File: src/rtl/biriscv_issue_ctrl_if.sv
// Decode-to-issue handshake bundle for the dual-slot issue controller.
//   slotN_valid_i    : slot N holds an instruction (slot1 is the younger one)
//   slotN_class_i    : {csr,div,mul,branch,lsu,exec} class flags from the decoder
//   slotN_rd_valid_i : slot N writes rd
//   slotN_regs_i     : {rd[14:10], ra[9:5], rb[4:0]}
//   slotN_store_i    : slot N lsu op is a store (no rd)
//   issue0_o/issue1_o: slot accepted this cycle
// master = decode side, slave = issue controller.
interface biriscv_issue_ctrl_if;
  logic        slot0_valid_i;
  logic [5:0]  slot0_class_i;
  logic        slot0_rd_valid_i;
  logic [14:0] slot0_regs_i;
  logic        slot0_store_i;
  logic        slot1_valid_i;
  logic [5:0]  slot1_class_i;
  logic        slot1_rd_valid_i;
  logic [14:0] slot1_regs_i;
  logic        slot1_store_i;
  logic        issue0_o;
  logic        issue1_o;

  modport master (
    output slot0_valid_i, slot0_class_i, slot0_rd_valid_i, slot0_regs_i, slot0_store_i,
    output slot1_valid_i, slot1_class_i, slot1_rd_valid_i, slot1_regs_i, slot1_store_i,
    input  issue0_o, issue1_o
  );

  modport slave (
    input  slot0_valid_i, slot0_class_i, slot0_rd_valid_i, slot0_regs_i, slot0_store_i,
    input  slot1_valid_i, slot1_class_i, slot1_rd_valid_i, slot1_regs_i, slot1_store_i,
    output issue0_o, issue1_o
  );
endinterface

File: src/rtl/biriscv_issue_ctrl.sv
// Dual-slot issue controller. Decides each cycle whether slot0 alone, both
// slots, or neither issue, enforcing the single LSU/multiplier/divider/CSR
// limits and RAW/WAW interlocks against a per-register scoreboard of pending
// long-latency results (load, mul, div).
// Ports:
//   clk_i, rst_ni    : clock, asynchronous active-low reset
//   dec              : decode slots in, issue0_o/issue1_o out (slave modport)
//   stall_i          : downstream frozen; no issue, scoreboard counters hold
//   flush_i          : kill decode contents (suppresses issue only)
//   div_complete_i   : divider writeback strobe
//   div_busy_o       : divide in flight
//   sb_pending_o     : per-register pending bit (bit0 always 0)
module biriscv_issue_ctrl #(
  parameter int unsigned DUAL_ISSUE   = 1,
  parameter int unsigned LOAD_LATENCY = 2,
  parameter int unsigned MUL_LATENCY  = 2
) (
  input  logic                      clk_i,
  input  logic                      rst_ni,
  biriscv_issue_ctrl_if.slave       dec,
  input  logic                      stall_i,
  input  logic                      flush_i,
  input  logic                      div_complete_i,
  output logic                      div_busy_o,
  output logic [31:0]               sb_pending_o
);

  typedef enum logic {DIV_IDLE, DIV_BUSY} div_state_t;

  div_state_t  div_state_q;
  logic [4:0]  div_idx_q;
  logic [2:0]  cnt_q [32];
  logic [2:0]  cnt_d [32];
  logic [31:0] pending;

  logic [4:0] rd0, ra0, rb0, rd1, ra1, rb1;
  logic       lsu0, mul0, div0, br0, csr0;
  logic       lsu1, mul1, div1, csr1;
  logic       sb_ok0, sb_ok1, raw01, waw01;
  logic       issue0, issue1;
  logic       load_set0, mul_set0, load_set1, mul_set1, div_set;

  assign rd0  = dec.slot0_regs_i[14:10];
  assign ra0  = dec.slot0_regs_i[9:5];
  assign rb0  = dec.slot0_regs_i[4:0];
  assign rd1  = dec.slot1_regs_i[14:10];
  assign ra1  = dec.slot1_regs_i[9:5];
  assign rb1  = dec.slot1_regs_i[4:0];

  assign lsu0 = dec.slot0_class_i[1];
  assign br0  = dec.slot0_class_i[2];
  assign mul0 = dec.slot0_class_i[3];
  assign div0 = dec.slot0_class_i[4];
  assign csr0 = dec.slot0_class_i[5];
  assign lsu1 = dec.slot1_class_i[1];
  assign mul1 = dec.slot1_class_i[3];
  assign div1 = dec.slot1_class_i[4];
  assign csr1 = dec.slot1_class_i[5];

  // exec class never constrains issue; slot1 branch is unrestricted
  logic unused_class;
  assign unused_class = dec.slot0_class_i[0] ^ dec.slot1_class_i[0] ^ dec.slot1_class_i[2];

  assign div_busy_o = (div_state_q == DIV_BUSY);

  // x0 is skipped so it can never hazard
  always_comb begin
    pending = '0;
    for (int unsigned r = 1; r < 32; r++) begin
      pending[r] = (cnt_q[r] != '0) || (div_busy_o && (div_idx_q == 5'(r)));
    end
  end

  assign sb_pending_o = pending;

  assign sb_ok0 = !pending[ra0] && !pending[rb0] && !(dec.slot0_rd_valid_i && pending[rd0]);
  assign sb_ok1 = !pending[ra1] && !pending[rb1] && !(dec.slot1_rd_valid_i && pending[rd1]);

  assign raw01  = dec.slot0_rd_valid_i && (rd0 != '0) && ((ra1 == rd0) || (rb1 == rd0));
  assign waw01  = dec.slot0_rd_valid_i && dec.slot1_rd_valid_i && (rd0 != '0) && (rd1 == rd0);

  // rst_ni gates issue so nothing is accepted while reset is held
  assign issue0 = rst_ni && dec.slot0_valid_i && !stall_i && !flush_i && sb_ok0 &&
                  !(div0 && div_busy_o);

  assign issue1 = (DUAL_ISSUE != 0) && issue0 && dec.slot1_valid_i &&
                  !csr1 && !div1 && !csr0 && !br0 &&
                  !(lsu0 && lsu1) && !(mul0 && mul1) &&
                  sb_ok1 && !raw01 && !waw01;

  assign dec.issue0_o = issue0;
  assign dec.issue1_o = issue1;

  assign load_set0 = issue0 && lsu0 && dec.slot0_rd_valid_i && !dec.slot0_store_i;
  assign mul_set0  = issue0 && mul0 && dec.slot0_rd_valid_i;
  assign load_set1 = issue1 && lsu1 && dec.slot1_rd_valid_i && !dec.slot1_store_i;
  assign mul_set1  = issue1 && mul1 && dec.slot1_rd_valid_i;
  assign div_set   = issue0 && div0 && dec.slot0_rd_valid_i;

  // A latency load on issue takes priority over the decrement of the same entry
  always_comb begin
    cnt_d[0] = '0;
    for (int unsigned r = 1; r < 32; r++) begin
      cnt_d[r] = cnt_q[r];
      if (!stall_i && (cnt_q[r] != '0)) cnt_d[r] = cnt_q[r] - 3'd1;
      if (load_set0 && (rd0 == 5'(r))) cnt_d[r] = 3'(LOAD_LATENCY);
      if (mul_set0  && (rd0 == 5'(r))) cnt_d[r] = 3'(MUL_LATENCY);
      if (load_set1 && (rd1 == 5'(r))) cnt_d[r] = 3'(LOAD_LATENCY);
      if (mul_set1  && (rd1 == 5'(r))) cnt_d[r] = 3'(MUL_LATENCY);
    end
  end

  always_ff @(posedge clk_i or negedge rst_ni) begin
    if (!rst_ni) begin
      for (int unsigned r = 0; r < 32; r++) cnt_q[r] <= '0;
    end else begin
      for (int unsigned r = 0; r < 32; r++) cnt_q[r] <= cnt_d[r];
    end
  end

  // A new div cannot issue while busy, so set and complete never collide;
  // a complete strobe while idle is simply ignored.
  always_ff @(posedge clk_i or negedge rst_ni) begin
    if (!rst_ni) begin
      div_state_q <= DIV_IDLE;
      div_idx_q   <= '0;
    end else begin
      case (div_state_q)
        DIV_IDLE: begin
          if (div_set) begin
            div_state_q <= DIV_BUSY;
            div_idx_q   <= rd0;
          end
        end
        DIV_BUSY: begin
          if (div_complete_i) div_state_q <= DIV_IDLE;
        end
        default: div_state_q <= DIV_IDLE;
      endcase
    end
  end

endmodule

File: src/flat_wrapper.sv
// flat-port wrapper written by rule: the top's interface ports become plain ports
module biriscv_issue_ctrl_flat 
#(
  parameter int unsigned DUAL_ISSUE   = 1,
  parameter int unsigned LOAD_LATENCY = 2,
  parameter int unsigned MUL_LATENCY  = 2
)
  (clk_i, rst_ni, stall_i, flush_i, div_complete_i, div_busy_o, sb_pending_o, dec_slot0_valid_i, dec_slot0_class_i, dec_slot0_rd_valid_i, dec_slot0_regs_i, dec_slot0_store_i, dec_slot1_valid_i, dec_slot1_class_i, dec_slot1_rd_valid_i, dec_slot1_regs_i, dec_slot1_store_i, dec_issue0_o, dec_issue1_o);
  biriscv_issue_ctrl_if dec_i ();
  input  logic clk_i;
  input  logic rst_ni;
  input  logic stall_i;
  input  logic flush_i;
  input  logic div_complete_i;
  output logic div_busy_o;
  output logic [31:0] sb_pending_o;
  input wire logic [$bits(dec_i.slot0_valid_i)-1:0] dec_slot0_valid_i;
  input wire logic [$bits(dec_i.slot0_class_i)-1:0] dec_slot0_class_i;
  input wire logic [$bits(dec_i.slot0_rd_valid_i)-1:0] dec_slot0_rd_valid_i;
  input wire logic [$bits(dec_i.slot0_regs_i)-1:0] dec_slot0_regs_i;
  input wire logic [$bits(dec_i.slot0_store_i)-1:0] dec_slot0_store_i;
  input wire logic [$bits(dec_i.slot1_valid_i)-1:0] dec_slot1_valid_i;
  input wire logic [$bits(dec_i.slot1_class_i)-1:0] dec_slot1_class_i;
  input wire logic [$bits(dec_i.slot1_rd_valid_i)-1:0] dec_slot1_rd_valid_i;
  input wire logic [$bits(dec_i.slot1_regs_i)-1:0] dec_slot1_regs_i;
  input wire logic [$bits(dec_i.slot1_store_i)-1:0] dec_slot1_store_i;
  output wire logic [$bits(dec_i.issue0_o)-1:0] dec_issue0_o;
  output wire logic [$bits(dec_i.issue1_o)-1:0] dec_issue1_o;
  assign dec_i.slot0_valid_i = dec_slot0_valid_i;
  assign dec_i.slot0_class_i = dec_slot0_class_i;
  assign dec_i.slot0_rd_valid_i = dec_slot0_rd_valid_i;
  assign dec_i.slot0_regs_i = dec_slot0_regs_i;
  assign dec_i.slot0_store_i = dec_slot0_store_i;
  assign dec_i.slot1_valid_i = dec_slot1_valid_i;
  assign dec_i.slot1_class_i = dec_slot1_class_i;
  assign dec_i.slot1_rd_valid_i = dec_slot1_rd_valid_i;
  assign dec_i.slot1_regs_i = dec_slot1_regs_i;
  assign dec_i.slot1_store_i = dec_slot1_store_i;
  assign dec_issue0_o = dec_i.issue0_o;
  assign dec_issue1_o = dec_i.issue1_o;
  biriscv_issue_ctrl #(.DUAL_ISSUE(DUAL_ISSUE), .LOAD_LATENCY(LOAD_LATENCY), .MUL_LATENCY(MUL_LATENCY)) u_core (.clk_i(clk_i), .rst_ni(rst_ni), .dec(dec_i), .stall_i(stall_i), .flush_i(flush_i), .div_complete_i(div_complete_i), .div_busy_o(div_busy_o), .sb_pending_o(sb_pending_o));
endmodule
File: config.mk
export PLATFORM = sky130hd
export DESIGN_NAME = biriscv_issue_ctrl_flat
export DESIGN_NICKNAME = d
export VERILOG_FILES = /design/src/rtl/biriscv_issue_ctrl_if.sv /design/src/rtl/biriscv_issue_ctrl.sv /design/src/flat_wrapper.sv
export SDC_FILE = /design/constraint.sdc
export NUM_CORES = 1
export LEC_CHECK = 0
export BUFFER_PORTS_ARGS = -buffer_cell sky130_fd_sc_hd__buf_4
export CORE_MARGIN = 4
export CORE_UTILIZATION = 45
export CTS_CLUSTER_SIZE = 16
export DETAILED_ROUTE_END_ITERATION = 10
export GPL_TIMING_DRIVEN = 0
export PLACE_DENSITY = 0.73
export SYNTH_ARGS = -nofsm -noshare
export SYNTH_HDL_FRONTEND = slang
export SYNTH_SLANG_ARGS = --single-unit
File: constraint.sdc
create_clock -name clk_i -period 3 [get_ports clk_i]
set_input_delay 0.6 -clock clk_i [delete_from_list [all_inputs] [get_ports clk_i]]
set_output_delay 0.6 -clock clk_i [all_outputs]
set_load 0.02 [all_outputs]
---- Word-level counts from Yosys, hierarchy flattened ----
Index checks and enable logic that the tools add are counted.
operators by class
  add/subtract/negate cells ............... 31
  magnitude comparators ................... 6
  equal/unequal tests ..................... 96
  multiplexer cells ....................... 170
  bitwise gates (word level) .............. 1
  reductions and logical operators ........ 342
operators by type and width
  kind                                                         number
  two-way mux 3 bit                                            155
  == test 5 bit (second input constant)                        48
  logical AND 1 bit                                            227
  nonzero test 5 bit                                           32
  == test 5 x 4 -> 1 bit (second input constant)               24
  nonzero test 3 bit                                           31
  subtractor 3 x 1 -> 3 bit (second input constant)            31
  == test 5 x 3 -> 1 bit (second input constant)               12
  less-than comparator 5 x 6 -> 1 bit (second input constant)  6
  logical OR 1 bit                                             32
  binary-select mux 1 bit (select 5 bit)                       6
  == test 5 x 2 -> 1 bit (second input constant)               6
  logical NOT 1 bit                                            19
  == test 5 x 1 -> 1 bit (second input constant)               3
  == test 5 bit                                                3
  two-way mux 1 bit                                            8
  case mux 1 bit (2 select lines)                              1
  AND reduction 2 bit                                          1
  NOT 1 bit                                                    1
storage, ports and cells
  flip-flop bits (word level) ............. 99
  output and inout port bits .............. 35
  logic and storage cells ................. 679

---- Longest topological paths before layout ----
  depth in word-level cells ............... 26
  gate-level depth with buffers ........... 14
  mapped depth without buffers ............ 12

---- Worst setup path before layout ----
OpenSTA, ideal clock, no wires.
  path kind ............................... reg-to-output
  start point ............................. reg u_core.div_state_q (netlist: u_core.div_busy_o)
  end point ............................... out dec_issue1_o
  arrival ................................. 3.473 ns
  required time ........................... 2.400 ns
  path slack .............................. -1.073 ns
  cell stages (with the launch flop) ...... 12
  buffers on the path ..................... 3
  cell sequence ........................... dfrtp_1 -> buf_2 -> nand4bb_1 -> o21ai_1 -> mux4_2 -> nand2b_1 -> nand3_1 -> o211a_1 -> nand4_2 -> buf_2 -> buf_4 -> a2111oi_0
between the ends
  longest elaborated chain between the ends .. 19
RTL lines
  item                                                    RTL line                   source
  start: declaration                                      biriscv_issue_ctrl.sv:30   div_state_t div_state_q;
  start signal: assignment                                biriscv_issue_ctrl.sv:125  div_state_q <= DIV_IDLE;
  start signal: assignment                                biriscv_issue_ctrl.sv:131  div_state_q <= DIV_BUSY;
  start signal: assignment                                biriscv_issue_ctrl.sv:136  if (div_complete_i) div_state_q <= DIV_IDLE;
  logical AND 1 bit (*)                                   biriscv_issue_ctrl.sv:70   pending[r] = (cnt_q[r] != '0) || (div_busy_o && (div_idx_q == 5'(r)));
  logical OR 1 bit (*)                                    biriscv_issue_ctrl.sv:70
  net sb_pending_o[6]                                     flat_wrapper.sv:16         output logic [31:0] sb_pending_o;
  binary-select mux 1 bit (select 5 bit)                  biriscv_issue_ctrl.sv:76   assign sb_ok0 = !pending[ra0] && !pending[rb0] && !(dec.slot0_rd_valid_i && pending[rd0]);
  two-way mux 1 bit (not written as such)                 biriscv_issue_ctrl.sv:76
  logical NOT 1 bit or logical AND 1 bit (tied branches)  biriscv_issue_ctrl.sv:76
  logical AND 1 bit or logical NOT 1 bit (tied branches)  biriscv_issue_ctrl.sv:76
  logical AND 1 bit                                       biriscv_issue_ctrl.sv:76
  logical AND 1 bit (2 in series)                         biriscv_issue_ctrl.sv:83   assign issue0 = rst_ni && dec.slot0_valid_i && !stall_i && !flush_i && sb_ok0 &&
  logical AND 1 bit (2 in series)                         biriscv_issue_ctrl.sv:86   assign issue1 = (DUAL_ISSUE != 0) && issue0 && dec.slot1_valid_i &&
  logical AND 1 bit (4 in series)                         biriscv_issue_ctrl.sv:87   !csr1 && !div1 && !csr0 && !br0 &&
  logical AND 1 bit                                       biriscv_issue_ctrl.sv:88   !(lsu0 && lsu1) && !(mul0 && mul1) &&
  logical AND 1 bit (*)                                   biriscv_issue_ctrl.sv:88
  logical AND 1 bit (*) (2 in series)                     biriscv_issue_ctrl.sv:89   sb_ok1 && !raw01 && !waw01;
  end: declaration                                        flat_wrapper.sv:28         output wire logic [$bits(dec_i.issue1_o)-1:0] dec_issue1_o;
Mark *: on every way through the listed nets, which the timed path passes. The rest lies on a longest branch. The select of a mux whose other input is x is not followed.

---- Worst setup path after layout ----
  start point ............................. reg u_core.div_idx_q[1]
  end point ............................... out dec_issue0_o
between the ends
  longest elaborated chain between the ends .. 10
RTL lines
  item                                                    RTL line                   source
  start: declaration                                      biriscv_issue_ctrl.sv:31   logic [4:0] div_idx_q;
  start signal: assignment                                biriscv_issue_ctrl.sv:132  div_idx_q <= rd0;
  == test 5 x 1 -> 1 bit (tied with other cells)          biriscv_issue_ctrl.sv:70
  logical AND 1 bit                                       biriscv_issue_ctrl.sv:70
  logical OR 1 bit                                        biriscv_issue_ctrl.sv:70
  binary-select mux 1 bit (select 5 bit)                  biriscv_issue_ctrl.sv:76
  two-way mux 1 bit (not written as such)                 biriscv_issue_ctrl.sv:76
  logical NOT 1 bit or logical AND 1 bit (tied branches)  biriscv_issue_ctrl.sv:76
  logical AND 1 bit or logical NOT 1 bit (tied branches)  biriscv_issue_ctrl.sv:76
  logical AND 1 bit (*)                                   biriscv_issue_ctrl.sv:76
  logical AND 1 bit (*) (2 in series)                     biriscv_issue_ctrl.sv:83
  end: declaration                                        flat_wrapper.sv:27         output wire logic [$bits(dec_i.issue0_o)-1:0] dec_issue0_o;
Every way passes the cells marked *; elsewhere a longest branch is shown, timed or not. The select of a mux whose other input is x is not followed.

==> flow_summary.yaml <==
outcome:
  status: "complete, but fails checks"
  violations: "setup timing"
floorplanning:
  die-area_um2: 22130
  rows: 51
  core_um2: 19460
  die_height_um: 148.8
  io_pins: 88
  die_w_um: 148.8
  start_util: 0.4581
final_layout:
  nNetsFinal: 1339
  fin_util: 0.6142
  antenna_cells: 0
  drive_above_1_share: 0.3344
  synthToLayoutAreaGrowth_pct: 34.07
power:
  power.total_mw: 9.220
  p_leak_nw: 5.124
  vdd_drop_max_v: 0.0004045
  power.density_nw_per_um2: 771.3
logic_synthesis:
  synth.most_common_cell: "nor2_1"
  ys_ff_latch: 99
  synth_top_area_frac: 0.2779
  yosysSeqAreaShare: 0.2779
  ys_types: 75
  syn_area_per_cell_um2: 8.388
  synthArstFlopShare: 1.000
  synth_largest_area_cell: "dfrtp_1"
  synth_nets: 1178
  syn-instance-count: 1063
  syn_area_um2: 8916
  yosys_warnings: 0
  ys_top_cells_by_area: "dfrtp_1 28%, ha_1 8.7%, mux2_2 5.6%"
  ys.flop_type: "dfrtp_1"
  synthTopCellsByCount: "115 x nor2_1, 99 x dfrtp_1, 93 x nand2_1"
  synth_edf_count: 0
setup_path:
  criticalPathCategory: "reg2out"
  r2r_setup_slack_ns: -0.49
  critical_path.cell_chain: "buf_6, nand4b_4, o21ai_4, mux2i_1, a2111oi_0, a31oi_1, a21o_1, nand4_4, buf_6, buf_12, buf_12, inv_4, buf_6"
  cp.required_ns: 2.40
  timing.rr.end: "u_core.cnt_q[66]$_DFFE_PN0P_"
  crit_arrival_ns: 3.17
  max_stage_delay_ns: 0.54
  startpoint_type: "flop"
  crit_fanout: 6
  r2r_cells: 12
  crit_top_cell: "buf_6"
  r2r-start: "u_core.div_idx_q[4]$_DFFE_PN0P_"
  crit_slowest_cell: "a2111oi_0"
  endpoint_kind: "primary output"
clock_tree:
  cts_tree: "done"
  clk_transition_reported_paths_ns: 0.07
  cts_root_buf: "clkbuf_16"
  cts_hold_buf: 0
  cts_sinks: 99
  clk-insertion-delay-late_ns: 0.36
  cts.path.max_buffers: 2
  numCtsBuffers: 9
  cts_max_level: 3
placement:
  io_buffer_count: 75
  gp_congestion: 1.028
  dp_hpwl_um: 22660
detailed_routing:
  via_count: 9373
  wl_per_cell_um: 22.11
  antenna_left: 0
  first_pass_iters: 7
  drt_iter0_drc: 1261
  wl_um: 33030
  viasPerCell: 6.274
  post-route-drc-count: 0
sta:
  tightest_slew_ns: 1.211
  slew_violations: 0
  fin_crit_ns: 3.772
  setup_viol: 70
  tns_ns: -25.55
  max_freq_ghz: 0.2651
  layout_setup_ws_ns: -0.7722
  final_hold_viol_count: 0
  period_share: 1.257
  rsz0062_at_grt: "true"
  relSlewSlack: 0.1898
  clock_skew_ns: 0.009257
  fin_hold_ws_ns: 0.3725
grt:
  grt_busiest_layer: "met2"
  grt_pass1_vias: 8819
  use_met1: 0.3812
  use_met3: 0.08508
  grt_first_pass_wirelength_um: 49580
  antenna_found_initial: 0
  track_usage: 0.2876
  grt_use_met2: 0.4442
  grt_overflow: 0
  grt_max_degree: 101
flow_run:
  drv_cap: 0
min_path:
  hold_path.class: "in2async"
==> worst max-delay path: cells and delay by family (launching register included) <==
| kind | cells | cell delay [ns] |
|---|---|---|
| mux | 1 | 0.15 |
| buf+inv | 6 | 0.61 |
| flops | 1 | 0.40 |
| compound gates | 4 | 1.21 |
| simple gates | 2 | 0.42 |
==> worst max path at each step <==
stage,from,end,slack [ns],depth (start not counted)
final,u_core.div_idx_q[1]$_DFFE_PN0P_,dec_issue0_o,-0.77,13
after global routing,u_core.div_idx_q[1]$_DFFE_PN0P_,dec_issue0_o,-0.84,13
after CTS,u_core.div_idx_q[1]$_DFFE_PN0P_,dec_issue0_o,-0.68,14
after detailed placement,rst_ni,dec_issue1_o,-1.07,9
after global placement,rst_ni,dec_issue1_o,-1.10,9
after floorplan,u_core.cnt_q[15]$_DFFE_PN0P_,dec_issue1_o,-0.20,13
==> stage by stage <==
stage | instances | area, µm² | worst slack [ns]
4_1_cts | 1473 | 11530 | -0.6787
3_3_place_gp | 1403 | 10020 | -1.096
6_report | 1494 | 11950 | -0.7722
5_1_grt | 1494 | 11950 | -0.8444
3_5_place_dp | 1403 | 10020 | -1.067
2_1_floorplan | 1063 | 9126 | -0.2026
==> metal layers <==
metal,vias up,share of wire
met3,183,0.12
met1,4465,0.38
met2,620,0.44
met5,-,0
li1,4105,-
met4,0,0.053
==> cell usage in the layout (no fill, tap or decap), types with 19 or more instances in the layout <==
master	netlist	final
inv_1	84	66
inv_2	3	19
nand2_1	93	92
buf_6	2	26
xnor2_1	38	38
mux2_2	44	43
ha_1	62	52
or4_4	0	32
mux2i_1	30	30
o21ai_0	43	40
o21ai_4	0	22
clkbuf_1	33	24
nor2_1	115	113
nand3_1	29	26
o211ai_1	42	42
buf_4	6	130
o211a_1	33	33
nor2b_1	71	40
nor2b_4	0	22
dfrtp_1	99	96
==> power breakdown <==
part	internal, mW	total, mW	switching, mW
clock	0.696	1.23	0.534
sequential	1.99	2.41	0.419
combinational	2.63	5.58	2.95
==> final cells by class <==
| class | count | area, µm² |
|---|---|---|
| buffer | 59 | 470.5 |
| clock buffer | 11 | 252.7 |
| clock inverter | 5 | 60.06 |
| fill | 1593 | 7508 |
| inverter | 88 | 335.3 |
| multi-input combinational | 816 | 6725 |
| sequential | 99 | 2481 |
| tap | 265 | 331.6 |
| timing repair buffer | 151 | 1297 |
==> cell families after synthesis <==
family,count (synthesis),synth area share
compound gates,228,0.1844
xor+xnor,47,0.04617
fa+ha+maj,62,0.08700
buf+inv,148,0.06876
flops,99,0.2779
mux,81,0.1069
other cells,1,0.0004206
simple gates,397,0.2285
==> sequential cells by signal, summed over array words and instances (netlist names) <==
signal,flops
u_core.div_busy_o,1
u_core.div_idx_q,5
u_core.cnt_q,93
==> what timing repair did <==
| item | in CTS | in global routing |
|---|---|---|
| buffers inserted | 47 | 26 |
| cloned | 7 | 1 |
| gates resized for setup | 190 | 75 |
| pin swaps | 57 | 26 |
| setup endpoints to repair | 70 | 70 |
No activity file was read; power rests on OpenSTA's default activity.
